--- src/rtl/sc_loader_pkg.sv ---
// ---------------------------------------------------------------------------
// sc_loader_pkg
// Shared constants and types for the instruction-memory boot loader.
//   DEPTH      : instruction memory depth in words (also the largest frame)
//   AW         : word address width, clog2(DEPTH)
//   CSUM_W     : width of the running frame checksum
//   loader_state_e : loader FSM states
//   lenValid() : true when a length byte names a loadable frame size
// ---------------------------------------------------------------------------
package sc_loader_pkg;

  localparam int DEPTH  = 32;
  localparam int AW     = 5;
  localparam int CSUM_W = 8;

  typedef enum logic [2:0] {
    ST_LEN,
    ST_DATA,
    ST_CSUM,
    ST_DONE,
    ST_ERR
  } loader_state_e;

  // A frame must carry at least one word and must fit in the memory.
  function automatic logic lenValid(input logic [7:0] n);
    return (n != 8'd0) && (n <= 8'(DEPTH));
  endfunction

endpackage

--- src/rtl/imem_word_packer.sv ---
// ---------------------------------------------------------------------------
// imem_word_packer
// Collects four stream bytes into one little-endian 32-bit word.
//   clk_i        : clock, rising edge
//   rst_i        : asynchronous active-high reset
//   byteStrobe_i : byte_i is a data byte to pack this cycle
//   byte_i       : data byte
//   clear_i      : restart packing at byte 0 (discard any partial word)
//   word_o       : assembled word, valid while wordDone_o is high
//   wordDone_o   : the byte taken this cycle completes a word
// ---------------------------------------------------------------------------
module imem_word_packer (
  input  logic        clk_i,
  input  logic        rst_i,
  input  logic        byteStrobe_i,
  input  logic [7:0]  byte_i,
  input  logic        clear_i,
  output logic [31:0] word_o,
  output logic        wordDone_o
);

  logic [1:0]  byteIdx_q, byteIdx_d;
  logic [23:0] lowBytes_q, lowBytes_d;

  // Only the first three bytes need storing. Each new byte enters at the top
  // and slides down, so after three strobes the first byte sits in [7:0].
  // The fourth byte is placed straight into [31:24] of the output, which
  // lets the word be presented in the same cycle its last byte arrives.
  always_comb begin
    byteIdx_d  = byteIdx_q;
    lowBytes_d = lowBytes_q;
    if (clear_i) begin
      byteIdx_d  = 2'd0;
      lowBytes_d = 24'd0;
    end else if (byteStrobe_i) begin
      byteIdx_d  = byteIdx_q + 2'd1;
      lowBytes_d = {byte_i, lowBytes_q[23:8]};
    end
  end

  // Byte counter and partial-word storage; reset discards any partial word.
  always_ff @(posedge clk_i or posedge rst_i) begin
    if (rst_i) begin
      byteIdx_q  <= 2'd0;
      lowBytes_q <= 24'd0;
    end else begin
      byteIdx_q  <= byteIdx_d;
      lowBytes_q <= lowBytes_d;
    end
  end

  // The counter wraps 3 -> 0 on its own, so no extra clear is needed per word.
  assign word_o     = {byte_i, lowBytes_q};
  assign wordDone_o = byteStrobe_i & ~clear_i & (byteIdx_q == 2'd3);

endmodule

--- src/rtl/sc_imem_loader.sv ---
// ---------------------------------------------------------------------------
// sc_imem_loader
// Boot loader for the single-cycle core's writable instruction memory.
// Accepts a framed byte stream (length N, 4*N little-endian instruction
// bytes, 8-bit additive checksum) and writes the words to consecutive word
// addresses starting at 0. The core is held in reset until a frame with a
// matching checksum has been written.
//   clk_i           : clock, rising edge
//   rst_i           : asynchronous active-high reset
//   in_data_i       : stream byte
//   in_valid_i      : in_data_i is valid
//   in_ready_o      : loader accepts a byte this cycle
//   restart_i       : re-arm pulse, honoured only in DONE or ERR
//   im_we_o         : one-cycle instruction memory write strobe
//   im_addr_o       : word address of the write
//   im_wdata_o      : instruction word of the write
//   cpu_hold_o      : keeps the core in reset while high
//   load_done_o     : image written and checksum verified
//   load_err_o      : bad length or checksum
//   words_written_o : words written so far in the current frame
// ---------------------------------------------------------------------------
module sc_imem_loader
  import sc_loader_pkg::*;
(
  input  logic          clk_i,
  input  logic          rst_i,
  input  logic [7:0]    in_data_i,
  input  logic          in_valid_i,
  output logic          in_ready_o,
  input  logic          restart_i,
  output logic          im_we_o,
  output logic [AW-1:0] im_addr_o,
  output logic [31:0]   im_wdata_o,
  output logic          cpu_hold_o,
  output logic          load_done_o,
  output logic          load_err_o,
  output logic [AW:0]   words_written_o
);

  loader_state_e     state_q;
  logic              inReady_q;
  logic              imWe_q;
  logic [AW-1:0]     imAddr_q;
  logic [31:0]       imWdata_q;
  logic              cpuHold_q;
  logic              loadDone_q;
  logic              loadErr_q;
  logic [AW:0]       wordsWritten_q;
  logic [AW:0]       frameLen_q;
  logic [CSUM_W-1:0] csum_q;

  logic        xfer;
  logic        packStrobe;
  logic        packClear;
  logic [31:0] packWord;
  logic        packDone;

  // A byte moves only when the registered ready and the sender's valid meet.
  // The length byte clears the packer so every frame starts on byte 0.
  assign xfer       = in_valid_i & inReady_q;
  assign packStrobe = xfer & (state_q == ST_DATA);
  assign packClear  = xfer & (state_q == ST_LEN);

  imem_word_packer u_packer (
    .clk_i        (clk_i),
    .rst_i        (rst_i),
    .byteStrobe_i (packStrobe),
    .byte_i       (in_data_i),
    .clear_i      (packClear),
    .word_o       (packWord),
    .wordDone_o   (packDone)
  );

  // Loader FSM with all outputs registered. words_written doubles as the
  // word index: it is AW+1 bits so a full 32-word frame can be counted, and
  // its low AW bits are the address of the word being written. in_ready is
  // set on each transition so it is already low in the cycle DONE/ERR is
  // entered, and it comes up one cycle after reset is released.
  always_ff @(posedge clk_i or posedge rst_i) begin
    if (rst_i) begin
      state_q        <= ST_LEN;
      inReady_q      <= 1'b0;
      imWe_q         <= 1'b0;
      imAddr_q       <= '0;
      imWdata_q      <= 32'd0;
      cpuHold_q      <= 1'b1;
      loadDone_q     <= 1'b0;
      loadErr_q      <= 1'b0;
      wordsWritten_q <= '0;
      frameLen_q     <= '0;
      csum_q         <= '0;
    end else begin
      imWe_q <= 1'b0;
      case (state_q)
        ST_LEN: begin
          inReady_q <= 1'b1;
          if (xfer) begin
            if (!lenValid(in_data_i)) begin
              state_q   <= ST_ERR;
              loadErr_q <= 1'b1;
              inReady_q <= 1'b0;
            end else begin
              frameLen_q     <= in_data_i[AW:0];
              wordsWritten_q <= '0;
              csum_q         <= '0;
              state_q        <= ST_DATA;
            end
          end
        end

        ST_DATA: begin
          if (xfer) begin
            csum_q <= csum_q + in_data_i;
            if (packDone) begin
              imWe_q         <= 1'b1;
              imAddr_q       <= wordsWritten_q[AW-1:0];
              imWdata_q      <= packWord;
              wordsWritten_q <= wordsWritten_q + (AW+1)'(1);
              if (wordsWritten_q + (AW+1)'(1) == frameLen_q) begin
                state_q <= ST_CSUM;
              end
            end
          end
        end

        ST_CSUM: begin
          if (xfer) begin
            inReady_q <= 1'b0;
            if (in_data_i == csum_q) begin
              state_q    <= ST_DONE;
              loadDone_q <= 1'b1;
              cpuHold_q  <= 1'b0;
            end else begin
              state_q   <= ST_ERR;
              loadErr_q <= 1'b1;
            end
          end
        end

        ST_DONE, ST_ERR: begin
          if (restart_i) begin
            state_q        <= ST_LEN;
            inReady_q      <= 1'b1;
            cpuHold_q      <= 1'b1;
            loadDone_q     <= 1'b0;
            loadErr_q      <= 1'b0;
            wordsWritten_q <= '0;
          end
        end

        default: begin
          state_q   <= ST_LEN;
          inReady_q <= 1'b0;
          cpuHold_q <= 1'b1;
        end
      endcase
    end
  end

  assign in_ready_o      = inReady_q;
  assign im_we_o         = imWe_q;
  assign im_addr_o       = imAddr_q;
  assign im_wdata_o      = imWdata_q;
  assign cpu_hold_o      = cpuHold_q;
  assign load_done_o     = loadDone_q;
  assign load_err_o      = loadErr_q;
  assign words_written_o = wordsWritten_q;

endmodule

--- config.mk ---
export PLATFORM = sky130hd
export DESIGN_NAME = sc_imem_loader
export DESIGN_NICKNAME = d
export VERILOG_FILES = /design/src/rtl/sc_loader_pkg.sv /design/src/rtl/imem_word_packer.sv /design/src/rtl/sc_imem_loader.sv
export SDC_FILE = /design/constraint.sdc
export NUM_CORES = 1
export LEC_CHECK = 0
export CAP_MARGIN = 20
export CORE_UTILIZATION = 59
export CTS_CLUSTER_DIAMETER = 40
export DETAILED_ROUTE_END_ITERATION = 12
export PLACE_DENSITY_LB_ADDON = 0.15
export SYNTH_ARGS = -nofsm -noshare
export SYNTH_HDL_FRONTEND = slang
export SYNTH_SLANG_ARGS = --single-unit
--- constraint.sdc ---
create_clock -name clk_i -period 6.25 [get_ports clk_i]
set_input_delay 0.625 -clock clk_i [delete_from_list [all_inputs] [get_ports clk_i]]
set_output_delay 0.625 -clock clk_i [all_outputs]
set_load 0.03 [all_outputs]
-- Yosys cells after proc, flatten, opt, wreduce, memory -nomap -nowiden
Index checks and enable logic that the tools add are counted.
- bitwise operators: 8
- add/sub/neg operators: 3
- $lt $le $gt $ge: 1
- multiplexer cells: 43
- equal/unequal tests: 17
- reductions and logical operators: 19
- operator list (cell ; count):
    $mux 24 ; 2
    $mux 6 ; 5
    $mux 3 ; 8
    $mux 8 ; 3
    $pmux 6 s3 ; 1
    $reduce_and 6->1 ; 3
    $mux 1 ; 16
    $ne 2x2->1 const B ; 8
    $pmux 8 s2 ; 1
    $pmux 3 s4 ; 1
    $reduce_and 4->1 ; 3
    $reduce_and 3->1 ; 3
    $add 8x8->8 ; 1
    $eq 8x8->1 ; 1
    $le 8x6->1 const B ; 1
    $reduce_bool 8->1 ; 1
    $add 6x1->6 const B ; 1
    $eq 3x2->1 const B ; 2
    $eq 6x6->1 ; 1
    $pmux 1 s3 ; 2
    $reduce_bool 2->1 ; 3
    $reduce_bool 3->1 ; 2
    $and 1x1->1 ; 5
    $mux 2 ; 2
    other kinds (11) ; 15
- flip-flop bits (word level): 91
- word-level logic and storage cells: 104
- bits of input ports: 12
- output and inout port bits: 48

-- Depth between registers and ports, before layout
- depth after elaboration: 8
- gate-level depth with buffers: 9
- depth with buffers taken out: 8

-- Cells and area by module
Synthesis repeated with hierarchy kept, for this count alone.
- cell total of the unflattened synthesis: 445
- area, all modules: 4359.2 sq um
- modules (own cells, without submodules) (module ; instances ; seq. area each (sq um) ; cells each ; area each (sq um)):
    sc_imem_loader ; 1 ; 1627.8 ; 349 ; 3199.3
    imem_word_packer ; 1 ; 650.6 ; 96 ; 1159.9

-- Worst setup path after synthesis
No wires, ideal clock.
- path type: input to register
- from: in in_data_i[4]
- to: reg frameLen_q[0]
- setup slack: 3975 ps
- path buffers: 1
- required time: 6125 ps
- cell stages on the path: 6
- arrival: 2149 ps
- path through: or4_1 > o21ai_1 > nand4_2 > nor2_4 > buf_6 > mux2_4
- word-level cells in the longest chain between the ends: 3
- elaborated cells on any way between the ends: 4
- RTL lines (element ; RTL line ; source):
    start, declared ; sc_imem_loader.sv:27 ; input logic [7:0] in_data_i,
    $le 8x6->1 or $reduce_bool 8->1 (tied branches) ; sc_loader_pkg.sv:26 ; return (n != 8'd0) && (n <= 8'(DEPTH));
    $logic_and 1x1->1 (*) ; sc_loader_pkg.sv:26 ;
    $reduce_and 3->1 (no source line) (*) ; n/a ;
    end signal, assigned ; sc_imem_loader.sv:103 ; frameLen_q <= in_data_i[AW:0];
    end, declared ; sc_imem_loader.sv:49 ; logic [AW:0] frameLen_q;
Every way passes the cells marked *; elsewhere a longest branch is shown, timed or not.
A chain may end at the register's enable or synchronous reset.

-- Final worst setup path
- from: in in_data_i[4]
- to: reg frameLen_q[2]
Same word-level chain as after synthesis.

==> metrics.txt <==
synthesis-to-layout area growth 20.7%; starting density of the core 62.1%; Remaining DRCs 0; final instance area 5210 um^2; slowest CP cell or4_1; Max stage delay on crit path 0.57 ns; fillcell total 497; routed via count 3,539; post-synthesis register bit count 91; cts bufs inserted 9; Cells after Synth 481; core box area 6940 um^2; GPL Wtd Cong 0.894; Worst Path Required 6.50 ns; # hold bufs at CTS 0; Layout Cells excl Fill 632; post-synthesis sequential area ratio 52.8%; Port Buffers 59; number of distinct library cells after synthesis 52; Placed Cells 614; maximum buffer depth of the clock tree 2; number of flops mapped to enable cells by yosys 0; crit-path max FO 13; ys async rst share 100%; Warnings, synthesis 0; MaxCap Viol Count 0; Cell Area, Synth 4310 um^2; htree depth 3; crit-path cells clkdlybuf4s50_1 -> or4_1 -> o21ai_1 -> nand4_2 -> nor2_4 -> mux2_2; drt initial violations 254; ys flop type dfrtp_1; Worst IR Drop VDD 0.000302 V; critical path arrival 2.94 ns; Tot GR Track Use 27.2%; ANT nets after route 0; setup slack, reg-to-reg 3.98 ns; Startpoint Class primary input; hpwl dp 6290 um; post-synthesis mux area share 3.05%; Fin Clk Skew 0.00818 ns; endpoints failing hold 0; Setup Crit Path Kind in -> reg; Compound-Gate Fraction of Synth Area 8.09%; Root Buffer Master clkbuf_8; grt ovf 0; Clk Latency, worst-skew pair 0.37 ns; register area 2280 um^2; Post-CTS Resized 0; count of final max-slew check failures 0; Hold Crit Class reg -> reg; first-pass GRT wire length 15,800 um; row count 30; Clock Sink Count 91; Post-CTS Setup Inserts 0; ANT cells 0; largest net degree at the start of global routing 92; Avg WL per Cell 15.3 um; vias in the first global route 3,257; Syn Nets 503; clk slew on worst S/H paths 0.10 ns; critical path depth 6; total power 0.00250 W; vias per std cell 5.60; Avg Cell Area, Syn 8.97 um^2; xor/xnor cell area share of the yosys netlist 3.05%; adder-cell area share of the yosys netlist 3.08%; Crit. End Element register; period utilization 43.0%; status finished clean; die area 7660 um^2; Routed Wire Length 9670 um; Worst-Margin Slew 1.03 ns; Peak Freq 0.372 GHz; CTS tree built; Area after DPL 4960 um^2; number of antenna violations at the first check in global routing 0; share of cells above drive strength 1 6.72%; LEAKAGE 2.48 nW; footprint of the multi-input gates 1900 um^2; die width 87.5 um; Buf/Inv on CP 1; FF-to-FF End im_wdata_o[31]; RSZ-0062 raised after global routing no; I/O Pins 60; Slew headroom 31.4%; Die Y 87.5 um; Min Clock Period, post-route 2.68 ns; largest family of logic cells by synthesized area simple AND/OR/NAND/NOR gates; cells on worst reg2reg path 7; fin nets 553; worst hold slack 0.478 ns; DRT Pass-1 Iters 5; TNS Setup 0 ns; FF-to-FF Start state_q[2]; power density cells 480 nW/um^2; setup violators final 0; CP Launch Point in_data_i[4]; Simple-Gate Fraction of Synth Area 26.5%; Setup crit end frameLen_q[2]; Top Family by Delay on Critical Path simple AND/OR/NAND/NOR gates
-- routing by layer --
metal	vias to the layer above	GRT usage [%]	share of wire, %
li1	1710	-	-
met1	1697	39.9	47
met2	114	40.9	46
met5	-	0	0
met4	0	10.6	2.0
met3	18	4.36	4.9
-- worst reg2reg max path, cell delays in order, from the launching register on --
cell	delay (ns)
dfrtp_1	0.59
nor4bb_4	0.33
buf_4	0.34
nand3_1	0.17
inv_1	0.40
buf_16	0.23
nand2_1	0.09
nand2_1	0.07
-- cell usage in the layout, fill, tap and decap left out, drive strengths merged, types with 2 or more instances in the layout --
cell type and n:
xnor2 9, a32oi 2, a22oi 2, nor2b 3, and3 4, nand4 2, mux2i 3, a31oi 5
nand3b 3, o21ai 15, nand2b 8, inv 13, mux2 8, nor2 15, clkbuf 10, nor4 2
o22ai 6, a21o 2, ha 9, o31ai 3, a21oi 10, clkinvlp 2, dfrtp 90, xor2 6
nand3 39, nor3 4, buf 6, clkdlybuf4s50 59, nand2 176
-- stage by stage --
step           setup WS (ns)  utilization, %
2_1_floorplan           3.26               -
3_3_place_gp            3.23            71.4
3_5_place_dp            3.15            71.4
4_1_cts                 3.52            74.2
5_1_grt                 3.48            75.0
6_report                3.57            75.0
-- worst min-delay path by stage --
| stage | startpoint | to | slack, ns | depth (start not counted) |
|---|---|---|---|---|
| 2_1_floorplan | u_packer.lowBytes_q[0] | im_wdata_o[0] | 0.44 | 2 |
| 3_3_place_gp | u_packer.lowBytes_q[0] | im_wdata_o[0] | 0.45 | 2 |
| 3_5_place_dp | u_packer.lowBytes_q[1] | im_wdata_o[1] | 0.45 | 2 |
| 4_1_cts | u_packer.lowBytes_q[7] | u_packer.lowBytes_q[7] | 0.48 | 2 |
| 5_1_grt | u_packer.lowBytes_q[3] | u_packer.lowBytes_q[3] | 0.49 | 2 |
| 6_report | u_packer.lowBytes_q[7] | u_packer.lowBytes_q[7] | 0.48 | 2 |
-- synthesized netlist by cell type, types with 2 or more instances --
| cell type | number | area share [%] |
|---|---|---|
| nand2_1 | 176 | 15 |
| dfrtp_1 | 90 | 52 |
| nand3_1 | 39 | 4.5 |
| clkbuf_1 | 18 | 1.6 |
| nor2_1 | 14 | 1.2 |
| o21ai_0 | 14 | 1.6 |
| a21oi_1 | 10 | 1.2 |
| inv_1 | 10 | 0.87 |
| ha_1 | 9 | 2.6 |
| xnor2_1 | 9 | 1.8 |
| nand2b_1 | 8 | 1.2 |
| o22ai_1 | 6 | 0.87 |
| xor2_1 | 6 | 1.2 |
| a31oi_1 | 5 | 0.73 |
| mux2_2 | 5 | 1.3 |
| and3_1 | 4 | 0.58 |
| buf_2 | 4 | 0.46 |
| nor3_1 | 4 | 0.46 |
| buf_1 | 3 | 0.26 |
| mux2_4 | 3 | 1.0 |
| mux2i_1 | 3 | 0.70 |
| nand3b_1 | 3 | 0.52 |
| nor2b_1 | 3 | 0.44 |
| o31ai_1 | 3 | 0.52 |
| a21o_1 | 2 | 0.35 |
| a22oi_1 | 2 | 0.35 |
| a32oi_1 | 2 | 0.41 |
| nor4_1 | 2 | 0.29 |
-- layout make-up --
cell class	instances	share of cell area, %
sequential	91	43.8
clock buffer	10	2.64
tap	96	2.31
timing repair buffer	65	13.0
inverter	10	0.745
multi-input combinational	354	36.5
clock inverter	6	1.06
-- power breakdown --
part           internal, W  switching, W  total (W)
sequential        0.000820      0.000187    0.00101
clock             0.000164      0.000231   0.000395
combinational     0.000465      0.000634    0.00110
-- cells by family after synthesis --
group / after synthesis
flops: 91
xor+xnor: 15
simple gates: 263
mux: 11
buf+inv: 36
compound gates: 55
fa+ha+maj: 10
-- registers in the layout, summed over array words and instances, names as in the netlist, 2 cells and up --
register and flops:
csum_q 8, frameLen_q 6, im_addr_o 5, im_wdata_o 32, state_q 3, u_packer.byteIdx_q 2
u_packer.lowBytes_q 24, words_written_o 6
Note: power is estimated with default switching activity, not from simulation.
